$ cat src/rtl/barret_743_pkg.sv
// Shared constants and arithmetic helpers for the mod-743 Barrett scheduler.
// The quotient estimate and the final fold live here so the pipeline stages
// stay small.
package barret_743_pkg;

    localparam int BARRET_Q  = 743;
    localparam int BARRET_MU = 1411;
    localparam int BARRET_K  = 10;
    localparam int DIN_W     = 19;
    localparam int DOUT_W    = 10;
    localparam int R_W       = 12;

    // Quotient estimate t = ((a >> K) * MU) >> K; the product fits in 20 bits.
    function automatic logic [DOUT_W-1:0] barret_quot(input logic [DIN_W-1:0] a);
        logic [19:0] prod;
        prod = 20'(a >> BARRET_K) * 20'(BARRET_MU);
        return DOUT_W'(prod >> BARRET_K);
    endfunction

    // r = a - t*Q lies in [0, 3Q), so two conditional subtractions fully reduce it.
    function automatic logic [DOUT_W-1:0] barret_fold(input logic [DIN_W-1:0] a,
                                                      input logic [DOUT_W-1:0] t);
        logic [R_W-1:0] r;
        logic [R_W-1:0] r1;
        logic [R_W-1:0] r2;
        r  = R_W'(20'(a) - 20'(t) * 20'(BARRET_Q));
        r1 = (r  >= R_W'(BARRET_Q)) ? r  - R_W'(BARRET_Q) : r;
        r2 = (r1 >= R_W'(BARRET_Q)) ? r1 - R_W'(BARRET_Q) : r1;
        return DOUT_W'(r2);
    endfunction

endpackage

$ cat src/rtl/barret_743_pipe.sv
// Two-stage elastic Barrett mod-743 datapath. S1 holds the operand and its
// quotient estimate, S2 holds the fully reduced residue. Both stages can
// advance in the same cycle, so a full pipe streams one result per cycle.
module barret_743_pipe
    import barret_743_pkg::*;
#(
    parameter int TAG_W = 2
) (
    input  logic              clk,
    input  logic              rst_n,
    input  logic              in_valid,
    output logic              in_ready,
    input  logic [DIN_W-1:0]  in_data,
    input  logic [TAG_W-1:0]  in_tag,
    output logic              out_valid,
    input  logic              out_ready,
    output logic [DOUT_W-1:0] out_data,
    output logic [TAG_W-1:0]  out_tag,
    output logic              busy
);

    logic              s1_v_reg;
    logic [DIN_W-1:0]  s1_a_reg;
    logic [DOUT_W-1:0] s1_t_reg;
    logic [TAG_W-1:0]  s1_tag_reg;
    logic              s2_v_reg;
    logic [DOUT_W-1:0] s2_data_reg;
    logic [TAG_W-1:0]  s2_tag_reg;
    logic              adv_s2;
    logic              load_s1;

    assign adv_s2  = !s2_v_reg | out_ready;
    assign load_s1 = !s1_v_reg | adv_s2;
    // Held low during reset so no requester sees an accept while flushing.
    assign in_ready = load_s1 & rst_n;

    assign out_valid = s2_v_reg;
    assign out_data  = s2_data_reg;
    assign out_tag   = s2_tag_reg;
    assign busy      = s1_v_reg | s2_v_reg;

    // Stage 1: capture operand, tag and quotient estimate whenever S1 can load.
    always_ff @(posedge clk or negedge rst_n) begin
        if (!rst_n) begin
            s1_v_reg   <= 1'b0;
            s1_a_reg   <= '0;
            s1_t_reg   <= '0;
            s1_tag_reg <= '0;
        end else if (load_s1) begin
            s1_v_reg <= in_valid;
            if (in_valid) begin
                s1_a_reg   <= in_data;
                s1_t_reg   <= barret_quot(in_data);
                s1_tag_reg <= in_tag;
            end
        end
    end

    // Stage 2: fold to the final residue; contents hold while stalled.
    always_ff @(posedge clk or negedge rst_n) begin
        if (!rst_n) begin
            s2_v_reg    <= 1'b0;
            s2_data_reg <= '0;
            s2_tag_reg  <= '0;
        end else if (adv_s2) begin
            s2_v_reg <= s1_v_reg;
            if (s1_v_reg) begin
                s2_data_reg <= barret_fold(s1_a_reg, s1_t_reg);
                s2_tag_reg  <= s1_tag_reg;
            end
        end
    end

endmodule

$ cat src/rtl/barret_743_sched.sv
// Scheduler sharing one mod-743 Barrett pipeline among N_REQ requesters.
// Optional feature macro: BARRET_743_RR_EN selects round-robin arbitration;
// without it the lowest valid index always wins.
module barret_743_sched
    import barret_743_pkg::*;
#(
    parameter int N_REQ = 4,
    parameter int TAG_W = $clog2(N_REQ)
) (
    input  logic                   clk,
    input  logic                   rst_n,
    input  logic [N_REQ-1:0]       req_valid,
    output logic [N_REQ-1:0]       req_ready,
    input  logic [N_REQ*DIN_W-1:0] req_data,
    output logic                   out_valid,
    input  logic                   out_ready,
    output logic [DOUT_W-1:0]      out_data,
    output logic [TAG_W-1:0]       out_tag,
    output logic                   busy
);

    logic [N_REQ-1:0] grant;
    logic [TAG_W-1:0] grant_idx;
    logic [DIN_W-1:0] grant_data;
    logic             pipe_ready;

`ifdef BARRET_743_RR_EN
    localparam int PW = TAG_W + 1;
    logic [TAG_W-1:0] rr_ptr_reg;

    // Search from rr_ptr upward with wrap; descending loop lets the nearest index win.
    always_comb begin
        logic [PW-1:0]    sum;
        logic [TAG_W-1:0] idx;
        grant     = '0;
        grant_idx = '0;
        sum       = '0;
        idx       = '0;
        for (int k = N_REQ - 1; k >= 0; k--) begin
            sum = {1'b0, rr_ptr_reg} + PW'(k);
            if (sum >= PW'(N_REQ)) begin
                sum = sum - PW'(N_REQ);
            end
            idx = sum[TAG_W-1:0];
            if (req_valid[idx]) begin
                grant      = '0;
                grant[idx] = 1'b1;
                grant_idx  = idx;
            end
        end
    end

    // Pointer moves just past the requester that actually transferred.
    always_ff @(posedge clk or negedge rst_n) begin
        if (!rst_n) begin
            rr_ptr_reg <= '0;
        end else if ((|grant) && pipe_ready) begin
            rr_ptr_reg <= (int'(grant_idx) == N_REQ - 1) ? '0 : grant_idx + TAG_W'(1);
        end
    end
`else
    // Fixed priority: lowest valid index wins, no history kept.
    always_comb begin
        grant     = '0;
        grant_idx = '0;
        for (int k = N_REQ - 1; k >= 0; k--) begin
            if (req_valid[k]) begin
                grant     = '0;
                grant[k]  = 1'b1;
                grant_idx = TAG_W'(k);
            end
        end
    end
`endif

    // Operand mux driven by the one-hot grant.
    always_comb begin
        grant_data = '0;
        for (int k = 0; k < N_REQ; k++) begin
            if (grant[k]) begin
                grant_data = req_data[k*DIN_W +: DIN_W];
            end
        end
    end

    genvar gi;
    generate
        for (gi = 0; gi < N_REQ; gi++) begin : g_ready
            assign req_ready[gi] = grant[gi] & pipe_ready;
        end
    endgenerate

    barret_743_pipe #(
        .TAG_W(TAG_W)
    ) u_pipe (
        .clk      (clk),
        .rst_n    (rst_n),
        .in_valid (|grant),
        .in_ready (pipe_ready),
        .in_data  (grant_data),
        .in_tag   (grant_idx),
        .out_valid(out_valid),
        .out_ready(out_ready),
        .out_data (out_data),
        .out_tag  (out_tag),
        .busy     (busy)
    );

endmodule

$ cat config.mk
export PLATFORM = sky130hd
export DESIGN_NAME = barret_743_sched
export DESIGN_NICKNAME = d
export VERILOG_FILES = /design/src/rtl/barret_743_pkg.sv /design/src/rtl/barret_743_pipe.sv /design/src/rtl/barret_743_sched.sv
export SDC_FILE = /design/constraint.sdc
export NUM_CORES = 1
export LEC_CHECK = 0
export BUFFER_PORTS_ARGS = -buffer_cell sky130_fd_sc_hd__clkbuf_2
export CAP_MARGIN = 5
export CORE_MARGIN = 4
export CORE_UTILIZATION = 40
export DETAILED_ROUTE_END_ITERATION = 8
export PLACE_DENSITY = 0.66
export SLEW_MARGIN = 0
export SYNTH_ARGS = -nofsm -noshare
export SYNTH_HDL_FRONTEND = slang
export SYNTH_SLANG_ARGS = --single-unit
export TNS_END_PERCENT = 100
$ cat constraint.sdc
create_clock -name clk -period 6.8 [get_ports clk]
set_input_delay 0.68 -clock clk [delete_from_list [all_inputs] [get_ports clk]]
set_output_delay 0.68 -clock clk [all_outputs]
set_load 0.02 [all_outputs]
# --- Word-level counts from Yosys, hierarchy flattened ---
# Index checks and enable logic that the tools add are counted.
# Widths: inputs -> output; s select.
op_classes:
  n_addsub: 3
  multipliers: 2
  n_lt_le_gt_ge: 2
  n_mux: 14
  n_bitwise: 8
  n_reduce_logical: 5
op_table:
  columns: ["operator", "count"]
  rows:
  - ["$mux 19", 4]
  - ["$ge 12x10->1 const B", 2]
  - ["$mul 9x11->20 const B", 1]
  - ["$mux 4", 4]
  - ["$mul 10x10->12 const B", 1]
  - ["$mux 12", 1]
  - ["$sub 12x10->12 const B", 1]
  - ["$sub 12x12->12", 1]
  - ["$mux 10", 1]
  - ["$sub 10x10->10 const B", 1]
  - ["$mux 2", 4]
  - ["$and 1x1->1", 5]
  - ["$reduce_and 2->1", 2]
  - ["$reduce_or 4->1", 1]
  - ["$or 1x1->1", 3]
  - ["$logic_not 1->1", 2]
totals:
  reg_bits: 38
  elab_cells: 41

# --- Logic depth before layout (Yosys ltp) ---
# Gate-level depths: netlist of the first run.
depth:
  ltp_word: 9
  mapped_depth: 25
  depth_no_buf: 23

# --- Modules after synthesis ---
# A second synthesis of the first run with hierarchy kept.
hier_totals:
  hier_cells: 730
  hier_area_um2: 6267.3
by_module_without_submodules:
  columns: ["module", "instances", "cells_each", "area_each_um2", "seq_area_each_um2"]
  rows:
  - ["barret_743_pipe", 1, 604, 5464.0, 950.9]
  - ["barret_743_sched", 1, 126, 803.3, 0.0]

# --- Worst setup path before layout of the first run ---
# Ideal clock, no wire load.
synth_timing:
  path_kind: "reg2reg"
  start: "reg u_pipe.s1_t_reg[5]"
  end: "reg u_pipe.s2_data_reg[1] (netlist: u_pipe.out_data[1])"
  setup_ns: 0.126
  arrival_ns: 5.600
  t_required_ns: 6.674
  path_slack_ns: 1.074
  path_stages_with_launch: 24
  n_path_buf: 2
  synth_period_minus_slack_ns: 5.726
  cell_sequence: "dfrtp_1 -> ha_1 -> fa_1 -> ha_1 -> inv_1 -> fa_1 -> inv_1 -> fa_1 -> inv_1 -> ha_1 -> o21a_1 -> o21ai_0 -> a31oi_1 -> mux2_2 -> or2_2 -> a211oi_4 -> buf_2 -> o2bb2ai_1 -> inv_1 -> o21ai_4 -> and2_4 -> buf_6 -> o2111a_1 -> a221o_1"
synth_between:
  elab_chain_cells: 6
  elab_cells_between_ends: 8
  cone_classes: "add/sub (3); mul (1); order compare (2); mux (2)"
synth_lines:
  columns: ["item", "line_no", "rtl"]
  rows:
  - ["start, declared", "barret_743_pipe.sv:24", "logic [DOUT_W-1:0] s1_t_reg;"]
  - ["start signal, assigned", "barret_743_pipe.sv:53", "s1_t_reg <= barret_quot(in_data);"]
  - ["$mul 10x10->12 *", "barret_743_pkg.sv:26", "r = R_W'(20'(a) - 20'(t) * 20'(BARRET_Q));"]
  - ["$sub 12x12->12 *", "barret_743_pkg.sv:26", null]
  - ["$sub 12x10->12 / $ge 12x10->1 (equally long branches)", "barret_743_pkg.sv:27", "r1 = (r >= R_W'(BARRET_Q)) ? r - R_W'(BARRET_Q) : r;"]
  - ["$mux 12 *", "barret_743_pkg.sv:27", null]
  - ["$ge 12x10->1 / $sub 10x10->10 (equally long branches)", "barret_743_pkg.sv:28", "r2 = (r1 >= R_W'(BARRET_Q)) ? r1 - R_W'(BARRET_Q) : r1;"]
  - ["$mux 10 *", "barret_743_pkg.sv:28", null]
  - ["end signal, assigned", "barret_743_pipe.sv:68", "s2_data_reg <= barret_fold(s1_a_reg, s1_t_reg);"]
  - ["end, declared", "barret_743_pipe.sv:27", "logic [DOUT_W-1:0] s2_data_reg;"]
# Mark *: on every way between the ends. The rest lies on a longest branch, timed or not.
# A chain may end at the register's enable or synchronous reset.

# --- Final worst setup path of the first run ---
layout_timing:
  start: "reg u_pipe.s1_t_reg[5]"
  end: "reg u_pipe.s2_data_reg[5] (netlist: u_pipe.out_data[5])"
layout_between:
  elab_chain_cells: 6
  elab_cells_between_ends: 8
  cone_classes: "add/sub (3); mul (1); order compare (2); mux (2)"
layout_lines:
  columns: ["item", "line_no"]
  rows:
  - ["$mul 10x10->12 *", "barret_743_pkg.sv:26"]
  - ["$sub 12x12->12 *", "barret_743_pkg.sv:26"]
  - ["$sub 12x10->12 / $ge 12x10->1 (equally long branches)", "barret_743_pkg.sv:27"]
  - ["$mux 12 *", "barret_743_pkg.sv:27"]
  - ["$sub 10x10->10 / $ge 12x10->1 (equally long branches)", "barret_743_pkg.sv:28"]
  - ["$mux 10 *", "barret_743_pkg.sv:28"]
# Marked as above.

==> results of run 1 <==
==> placed cells by master, fill, tap and decap left out, types with 7 or more instances in the layout <==
cell type and count:
a22oi_1 24, and3_1 7, nand2_1 53, xor2_1 11, nor3_1 11, a21oi_1 35, nor2_1 50, o21a_1 7
ha_1 96, or3_1 7, clkbuf_2 100, o21ai_0 43, dfrtp_1 38, fa_1 42, inv_1 115, a221oi_1 8
xnor2_1 24
==> metal layers <==
layer  routed length (um)  up-vias  part of all wire (%)  GRT usage [%]
met5                    0        -                     0              0
met4                  278        0                   2.1           4.52
met3                  679       18                   5.1           2.82
met2                 6330      121                    47           28.1
met1                 6140     2283                    46           22.2
li1                     -     2549                     -              -
==> cells by family after synthesis <==
family | count (synthesis)
compound gates | 171
fa+ha+maj | 138
simple gates | 166
mux | 4
flops | 38
xor+xnor | 39
buf+inv | 141
==> metrics by stage <==
stage | setup WS (ps) | hold slack [ps] | cells
2_1_floorplan | 1070 | 384 | 697
3_3_place_gp | 738 | 457 | 961
3_5_place_dp | 648 | 471 | 961
4_1_cts | 638 | 478 | 969
5_1_grt | 270 | 497 | 969
6_report | 666 | 455 | 969
==> cells in the mapped netlist (all sizes together) (5+ instances only) <==
library cell / instances / share of area, %
a21oi: 36 / 3.2
a221oi: 8 / 1.2
a22oi: 24 / 3.0
and3: 7 / 0.74
buf: 5 / 0.61
clkbuf: 21 / 1.3
dfrtp: 38 / 16
fa: 42 / 14
ha: 96 / 20
inv: 115 / 7.3
nand2: 53 / 3.3
nand2b: 5 / 0.53
nor2: 50 / 3.2
nor2b: 6 / 0.63
nor3: 12 / 1.1
o211ai: 6 / 0.84
o21a: 7 / 0.88
o21ai: 46 / 4.1
or2: 5 / 0.53
or3: 7 / 0.74
xnor2: 27 / 4.4
xor2: 12 / 1.9
==> final cells by class <==
| cell class | count | area [sq um] | area share, % |
|---|---|---|---|
| multi-input combinational | 518 | 4450 | 65.4 |
| sequential | 38 | 951 | 14.0 |
| timing repair buffer | 106 | 546 | 8.02 |
| inverter | 115 | 432 | 6.34 |
| tap | 184 | 230 | 3.38 |
| clock buffer | 6 | 139 | 2.04 |
| clock inverter | 2 | 60.1 | 0.883 |
==> final timing paths <==
| path | end | slack [ps] | depth (start not counted) | start |
|---|---|---|---|---|
| hold / removal | u_pipe.s1_t_reg[8] | 460 | 2 | rst_n |
| setup reg to reg | u_pipe.out_data[5] | 670 | 22 | u_pipe.s1_t_reg[5] |
| hold reg to reg | u_pipe.out_data[4] | 480 | 2 | u_pipe.out_data[4] |
| max in group asynchronous | u_pipe.s1_t_reg[2] | 5980 | 2 | rst_n |
| min in group clk | u_pipe.out_data[4] | 480 | 2 | u_pipe.out_data[4] |
| setup / recovery | u_pipe.out_data[5] | 670 | 22 | u_pipe.s1_t_reg[5] |
==> worst reg2reg max path, stage by stage, from the launching register on <==
cell	delay, ps
dfrtp_1	420
ha_1	370
fa_1	480
ha_1	280
inv_1	50
fa_1	520
inv_1	50
fa_1	520
inv_1	40
ha_1	360
o21a_1	190
o21ai_0	80
a31oi_1	200
mux2_2	370
or2_2	340
a211oi_4	220
buf_4	290
o21bai_1	150
a21oi_4	250
o21ai_4	110
a211oi_1	310
mux2_2	370
o211ai_1	80
==> summary.md, run 1 <==
| Metric | Value |
|---|---|
| Outcome | finished, final reports clean |
| Clock sinks | 38 |
| Net count, final | 1005 |
| Die Span Y | 130 um |
| Initial Utilization | 40.9% |
| Final Hold Viols | 0 |
| Top FF cell, synth | dfrtp_1 |
| Max reg flops | 12 |
| Htree depth | 2 |
| Syn Area/Cell | 8.52 sq um |
| Clock buffer depth | 2 |
| Setup_tns | 0 ps |
| Remaining antenna violation count | 0 |
| Synthesized cell area | 0.00594 sq mm |
| WS Path Type | flop to flop |
| Mux cell area share after synthesis | 0.716% |
| Cell Area, Placed | 0.00661 sq mm |
| Final clock skew | 10.4 ps |
| Xor and xnor fraction of the mapped netlist area | 6.26% |
| CTS tree | yes |
| FFs w/ async S/R, synth | 100% |
| RSZ-0062 raised after global routing | no |
| Least-Margin Pin Slew | 820 ps |
| HPWL after DPL | 11400 um |
| Final worst path period share | 90.2% |
| Final core occ | 46.8% |
| Antenna diodes | 0 |
| Clk root buf | clkbuf_16 |
| CP bufs+invs | 4 |
| WP data arrival | 6340 ps |
| Synth Area in Compound Gates | 20.1% |
| I/O pin cnt | 101 |
| Yosys cell types | 73 |
| Crit path max-delay family | adder cells |
| Finished Cell Area | 0.00681 sq mm |
| Die width | 130 um |
| Grt ovf | 0 |
| Die area | 0.0169 sq mm |
| Hold buffers post-CTS | 0 |
| Post-cts repair resize count | 0 |
| CP startpoint kind | flop |
| Total setup buffers inserted after CTS | 0 |
| Via count | 4971 |
| Clock-pin transition on the worst setup and hold timing paths | 60 ps |
| Detailed-route wire length per cell | 13.9 um |
| Number of synthesized register bits | 38 |
| CP max stage cell | fa_1 |
| Synth Net Count | 918 |
| Endpoint class of the critical path | flop |
| IO Port Bufs | 100 |
| FILL cells | 1448 |
| Minimum clock period | 6130 ps |
| EDFF count, synth | 0 |
| WP data required | 7010 ps |
| Hold crit path type | primary input to asynchronous set/reset pin |
| Initial DRC Count | 269 |
| Warning count from the yosys run | 0 |
| Max-cap viol count | 0 |
| Area grow syn2layout | 14.6% |
| Slew margin rel. | 44.8% |
| Fmax | 163 MHz |
| Initial antenna violation count | 0 |
| Seq/Total Area, Yosys | 16.0% |
| RePlAce Congestion | 0.841 |
| First-pass GRT wire length | 23100 um |
| Clock latency at the later pin of the worst-skew pair | 290 ps |
| Post-synthesis adder-cell area fraction | 34.4% |
| CP cell instances | ha_1 -> fa_1 -> ha_1 -> inv_1 -> fa_1 -> inv_1 -> fa_1 -> inv_1 -> ha_1 -> o21a_1 -> o21ai_0 -> a31oi_1 -> mux2_2 -> or2_2 -> a211oi_4 -> buf_4 -> o21bai_1 -> a21oi_4 -> o21ai_4 -> a211oi_1 -> mux2_2 -> o211ai_1 |
| Vias in the first global route | 4930 |
| DRT Wirelength | 13400 um |
| Num rows | 44 |
| DRC violations left | 0 |
| Endpoints failing setup | 0 |
| Largest net degree at the start of global routing | 45 |
| Simple-gate share of the synthesized area | 13.4% |
| Cells after Synth | 697 |
| Max incr delay on CP | 520 ps |
| Slew Limit Fails | 0 |
| Share of cells above drive strength 1 | 17.6% |
| DRT Pass-1 Iters | 4 |
| Worst-path maximum fanout | 20 |
| Core area | 0.0145 sq mm |
| Via density | 5.13 |
| Main combinational cell family by area after synthesis | adder cells |
| GRT Total Usage | 16.7% |
| Cts bufs inserted | 5 |
Power of run 1 is left out: the tool's default activity adds up to more than one toggle a clock period on the data nets, which glitch-free logic cannot reach.
==> run 2, diff against run 1 <==
Settings changed: CORE_ASPECT_RATIO set to 1.25.
==> run 2 against run 1 <==
Against the previous run: non-clock buffer count stayed put; clock skew is 7.2 ps lower; critical endpoint unchanged; worst setup slack worse by 8.5 ps; count of clock-buffer cells in the layout stayed put; critical path depth is 4 lower; global-route usage hardly changed; first-iteration DRC count is 51% lower.
==> summary.md, run 2 (synthesis results as in run 1) <==
| Metric | Value |
|---|---|
| Outcome | finished, final reports clean |
| WP depth | 18 (-18%) |
| Clock buffer depth | 2 (unchanged) |
| Largest net degree at the start of global routing | 45 (unchanged) |
| Num rows | 49 (+11%) |
| Cts bufs inserted | 5 (unchanged) |
| Most frequent CP cell | fa_1 |
| Initial Utilization | 41.0% (+0.18 points) |
| FF-to-FF path depth | 18 (-18%) |
| DRT Wirelength | 13300 um (-0.60%) |
| HPWL after DPL | 11500 um (+0.94%) |
| Clock sinks | 38 (unchanged) |
| GRT Total Usage | 16.7% (-0.026 points) |
| CP startpoint kind | flop |
| Post-cts repair resize count | 0 (unchanged) |
| Cell Area, Placed | 0.00660 sq mm (-0.11%) |
| WS Path Type | flop to flop |
| Crit path capture | u_pipe.out_data[5] |
| Fmax | 163 MHz (-0.14%) |
| WP data required | 7000 ps (about the same) |
| Grt ovf | 0 (unchanged) |
| CP cell instances | ha_1 -> fa_1 -> fa_1 -> fa_1 -> fa_1 -> inv_1 -> ha_1 -> a21oi_1 -> o21ai_0 -> xnor2_2 -> a211oi_4 -> buf_4 -> or4_4 -> a21oi_4 -> o21ai_4 -> a211oi_1 -> mux2_2 -> o211ai_1 |
| Htree depth | 2 (unchanged) |
| Setup_tns | 0 ps (unchanged) |
| Hold buffers post-CTS | 0 (unchanged) |
| Die Span Y | 144 um (+11%) |
| DRC violations left | 0 (unchanged) |
| CP bufs+invs | 2 (-2) |
| Clock latency at the later pin of the worst-skew pair | 280 ps (about the same) |
| Max incr delay on CP | 550 ps (+30 ps) |
| Net count, final | 1005 (unchanged) |
| Crit path from | u_pipe.s1_t_reg[4] |
| Core area | 0.0145 sq mm (-0.45%) |
| Slew Limit Fails | 0 (unchanged) |
| Final worst path period share | 90.3% (+0.12 points) |
| Hold crit path type | primary input to asynchronous set/reset pin |
| Die width | 117 um (-9.9%) |
| Remaining antenna violation count | 0 (unchanged) |
| Final Hold Viols | 0 (unchanged) |
| Least-Margin Pin Slew | 779 ps (-41.4 ps) |
| Share of cells above drive strength 1 | 17.4% (-0.21 points) |
| Max-cap viol count | 0 (unchanged) |
| First-pass GRT wire length | 22800 um (-1.1%) |
| Via density | 5.18 (+0.99%) |
| DRT Pass-1 Iters | 4 (unchanged) |
| Worst-path maximum fanout | 15 (-25%) |
| Crit path max-delay family | adder cells |
| Max reg flops | 12 (unchanged) |
| Total setup buffers inserted after CTS | 0 (unchanged) |
| Detailed-route wire length per cell | 13.9 um (+0.23%) |
| Final clock skew | 3.17 ps (-7.18 ps) |
| I/O pin cnt | 101 (unchanged) |
| Die area | 0.0169 sq mm (about the same) |
| Endpoints failing setup | 0 (unchanged) |
| Commonest non-fill, non-tap cell in the layout | inv_1 |
| Place WS | 625 ps (-23.2 ps) |
| Via count | 4979 (+0.16%) |
| RSZ-0062 raised after global routing | no |
| Initial DRC Count | 133 (-51%) |
| Finished Cell Area | 0.00674 sq mm (-0.99%) |
| Area grow syn2layout | 13.4% |
| RR Endpoint | u_pipe.out_data[5] |
| WP data arrival | 6340 ps (about the same) |
| Slew margin rel. | 47.5% (+2.8 points) |
| IO Port Bufs | 100 (unchanged) |
| Fin worst setup slack | 658 ps (-8.46 ps) |
| Initial antenna violation count | 0 (unchanged) |
| RePlAce Congestion | 0.896 (+6.4%) |
| CTS tree | yes |
| CP max stage cell | fa_1 |
| Most frequent cells in the layout | 115 x inv_1, 100 x clkbuf_2, 96 x ha_1, 53 x nand2_1, 50 x nor2_1 |
| Reg2reg setup slack | 660 ps (about the same) |
| Vias in the first global route | 5063 (+2.7%) |
| Worst r2r src | u_pipe.s1_t_reg[4] |
| Antenna diodes | 0 (unchanged) |
| Endpoint class of the critical path | flop |
| Clk root buf | clkbuf_16 |
| Clock-pin transition on the worst setup and hold timing paths | 60 ps (about the same) |
| Minimum clock period | 6140 ps (+8.46 ps) |
[run 2: cell count changes in the layout (fill, tap and decap cells not counted)]
cell	change
bufinv_16	-2
[run 2: layout make-up]
type	instances	area [sq um]
clock buffers	6	139
fillers	1481	7730
inverters	115	432
multi-input cells	518	4450
flip-flops and latches	38	951
well taps	178	223
repair buffers	106	546
[run 2: worst reg2reg max path, delay by kind of cell, from the launching register on]
family | cells | cell delay, ps
muxes | 1 | 380
xor gates and xnor gates | 1 | 380
buffers and inverters | 2 | 260
and+or+nand+nor | 1 | 540
adders and majority gates | 6 | 2840
DFF | 1 | 460
AOI/OAI and AO/OA | 7 | 1210
[run 2: how the worst min path moves through the flow]
| stage | start | end | slack [ps] | depth (start not counted) |
|---|---|---|---|---|
| 3_3_place_gp | u_pipe.s1_tag_reg[1] | u_pipe.out_tag[1] | 450 | 2 |
| 2_1_floorplan | rst_n | u_pipe.out_data[0] | 380 | 0 |
| 5_1_grt | rst_n | u_pipe.s1_a_reg[10] | 500 | 2 |
| 3_5_place_dp | u_pipe.s1_tag_reg[1] | u_pipe.out_tag[1] | 470 | 2 |
| 6_report | rst_n | u_pipe.s1_a_reg[10] | 450 | 2 |
| 4_1_cts | u_pipe.s1_tag_reg[1] | u_pipe.out_tag[1] | 470 | 2 |
[run 2: layer usage]
| layer | share of wire [%] | global-route usage, % |
|---|---|---|
| met5 | 0 | 0 |
| met4 | 1.8 | 4.89 |
| met3 | 3.5 | 2.43 |
| met2 | 52 | 30.6 |
| met1 | 43 | 19.9 |
[run 2: stage by stage]
stage                     util, %  hold WS [ps]  std cells
after floorplan                 -           384        697
after global placement       45.6           454        955
after detailed placement     45.6           468        955
after CTS                    46.6           469        961
after global routing         46.6           497        961
final                        46.6           449        961
Power of run 2 is left out for the same reason.
==> run 3, diff against run 2 <==
Settings changed: ABC_AREA set to 1.
==> run 3 against run 2 <==
Against the previous run: global-route usage up 0.68 points; flip-flop and latch count unchanged; synthesized area up 11%; design area up 11%; sequential share of layout area down 1.3 points; non-clock buffer count down 2; via count up 18%; critical path depth up 9; clock skew up 8.2 ps; synthesized cell count up 34%; core utilization down 0.58 points; worst setup slack better by 420 ps; largest cell class unchanged.
==> summary.md, run 3 <==
| Metric | Value |
|---|---|
| Cell with the most instances after synthesis | nand2_1 |
| GRT Total Usage | 17.3% (+0.68 points) |
| DRT Wirelength | 15400 um (+15%) |
| Least-Margin Pin Slew | 842 ps (+63.2 ps) |
| Slew margin rel. | 43.7% (-3.9 points) |
| Synthesized cell area | 0.00662 sq mm (+11%) |
| Core area | 0.0162 sq mm (+12%) |
| DRT Pass-1 Iters | 4 (unchanged) |
| Endpoints failing setup | 0 (unchanged) |
| Largest net degree at the start of global routing | 40 (-11%) |
| Clock-pin transition on the worst setup and hold timing paths | 60 ps (about the same) |
| Syn Area/Cell | 7.08 sq um (-17%) |
| Top post-synthesis cells by area | ha_1 18%, nand2_1 15%, dfrtp_1 14% |
| Setup_tns | 0 ps (unchanged) |
| Clk root buf | clkbuf_16 |
| Antenna diodes | 0 (unchanged) |
| Clock sinks | 38 (unchanged) |
| Initial DRC Count | 186 (+40%) |
| Register area | 951 sq um (unchanged) |
| Initial antenna violation count | 0 (unchanged) |
| Num rows | 52 (+6.1%) |
| Worst-path maximum fanout | 15 (unchanged) |
| Max-cap viol count | 0 (unchanged) |
| Commonest non-fill, non-tap cell in the layout | nand2_1 |
| Max reg flops | 12 (unchanged) |
| Initial Utilization | 40.8% (-0.21 points) |
| Endpoint class of the critical path | flop |
| Multi-input logic area | 0.00481 sq mm (+8.2%) |
| Clock latency at the later pin of the worst-skew pair | 290 ps (about the same) |
| RSZ-0062 raised after global routing | no |
| RePlAce Congestion | 0.870 (-2.9%) |
| Htree depth | 2 (unchanged) |
| Post-synth top area share | 18.2% (-2.1 points) |
| Yosys cell types | 43 (-41%) |
| Clock buffer depth | 2 (unchanged) |
| List of most frequent post-synthesis cells | 258 x nand2_1, 189 x inv_1, 96 x ha_1 |
| Die area | 0.0187 sq mm (+11%) |
| Net count, final | 1249 (+24%) |
| Die width | 123 um (+5.2%) |
| Minimum clock period | 5720 ps (-421 ps) |
| Via count | 5861 (+18%) |
| Die Span Y | 152 um (+5.2%) |
| FF-to-FF path depth | 27 (+9) |
| Most frequent cells in the layout | 258 x nand2_1, 189 x inv_1, 100 x clkbuf_2, 96 x ha_1, 62 x nand3_1 |
| Slew Limit Fails | 0 (unchanged) |
| Seq/Total Area, Yosys | 14.4% (-1.6 points) |
| Hold crit path type | primary input to asynchronous set/reset pin |
| Cells after Synth | 935 (+34%) |
| I/O pin cnt | 101 (unchanged) |
| Reg2reg setup slack | 1080 ps (+420 ps) |
| Outcome | finished, final reports clean |
| Top FF cell, synth | dfrtp_1 |
| WP data required | 6980 ps (-20 ps) |
| Area grow syn2layout | 12.6% |
| Final Hold Viols | 0 (unchanged) |
| Remaining antenna violation count | 0 (unchanged) |
| CTS tree | yes |
| Synth area leader | ha_1 |
| Final clock skew | 11.3 ps (+8.17 ps) |
| FILL cells | 1708 (+15%) |
| Hold buffers post-CTS | 0 (unchanged) |
| Via density | 4.71 (-9.1%) |
| EDFF count, synth | 0 (unchanged) |
| FFs w/ async S/R, synth | 100% (unchanged) |
| HPWL after DPL | 13700 um (+19%) |
| Cts bufs inserted | 5 (unchanged) |
| Final worst path period share | 84.1% (-6.2 points) |
| Share of cells above drive strength 1 | 18.2% (+0.82 points) |
| WP data arrival | 5900 ps (-440 ps) |
| CP startpoint kind | flop |
| Detailed-route wire length per cell | 12.4 um (-11%) |
| Fmax | 175 MHz (+7.4%) |
| Warning count from the yosys run | 0 (unchanged) |
| Vias in the first global route | 5814 (+15%) |
| WS Path Type | flop to flop |
| Total setup buffers inserted after CTS | 0 (unchanged) |
| First-pass GRT wire length | 26600 um (+16%) |
| IO Port Bufs | 100 (unchanged) |
| Grt ovf | 0 (unchanged) |
| Synth Net Count | 1156 (+26%) |
| DRC violations left | 0 (unchanged) |
| Post-cts repair resize count | 0 (unchanged) |
| Number of synthesized register bits | 38 (unchanged) |
[run 3: stage by stage]
| stage | hold slack (ps) | cell area, sq um | instances | setup slack [ps] | utilization [%] |
|---|---|---|---|---|---|
| finish | 435 | 7450 | 1244 | 1080 | 46.0 |
| global route | 476 | 7450 | 1244 | 541 | 46.0 |
| CTS | 454 | 7450 | 1244 | 1080 | 46.0 |
| detailed placement | 469 | 7310 | 1237 | 823 | 45.1 |
| global placement | 470 | 7310 | 1237 | 880 | 45.1 |
| floorplan | 384 | 6620 | 935 | 1710 | - |
[run 3: kinds of logic after synthesis]
logic type / Yosys count / share of synthesized area, %
xor gates and xnor gates: 16 / 2.12
adders and majority gates: 138 / 30.9
buffers and inverters: 218 / 12.9
DFF: 38 / 14.4
AOI/OAI and AO/OA: 72 / 6.71
and+or+nand+nor: 453 / 33.0
[run 3: final cells by class]
cell class | count | area share, %
multi-input cells | 679 | 64.6
flip-flops and latches | 38 | 12.8
inverters | 200 | 10.1
repair buffers | 104 | 7.12
well taps | 216 | 3.63
clock buffers | 5 | 1.68
clock inverters | 2 | 0.134
[run 3: worst max-delay path: stages (launching register included)]
cell and delay [ps]:
dfrtp_1 500, ha_1 210, inv_1 60, fa_1 560, fa_1 440, fa_1 540
inv_1 50, fa_1 530, inv_1 40, ha_1 360, nand2_1 100, inv_1 40
a21oi_1 180, nand3_1 100, nand2_1 60, nand2_1 150, nor2_4 370, nand3_4 260
nand2_1 180, nand2_4 110, nor2_8 150, nand2_4 60, nand2_4 80, nand3_4 150
nand2_8 160, nand2_1 60, nand3_1 60, nand2_1 50
[run 3: worst paths after layout]
path / end / startpoint
worst min-delay path: u_pipe.out_data[8] / rst_n
max in group asynchronous: u_pipe.s1_a_reg[7] / rst_n
worst min register to register: u_pipe.out_tag[0] / u_pipe.out_tag[0]
min in group clk: u_pipe.out_tag[0] / u_pipe.out_tag[0]
worst max-delay path: u_pipe.out_data[0] / u_pipe.s1_t_reg[2]
worst max register to register: u_pipe.out_data[0] / u_pipe.s1_t_reg[2]
[run 3: layer usage]
layer	part of all wire, %	vias to the layer above	wire length, um	global-route usage, %
li1	-	3111	-	-
met1	41	2662	6320	20.5
met2	55	74	8530	33.4
met3	2.0	14	310	1.56
met4	1.5	0	235	4.10
met5	0	-	0	0
Power of run 3 is left out for the same reason.
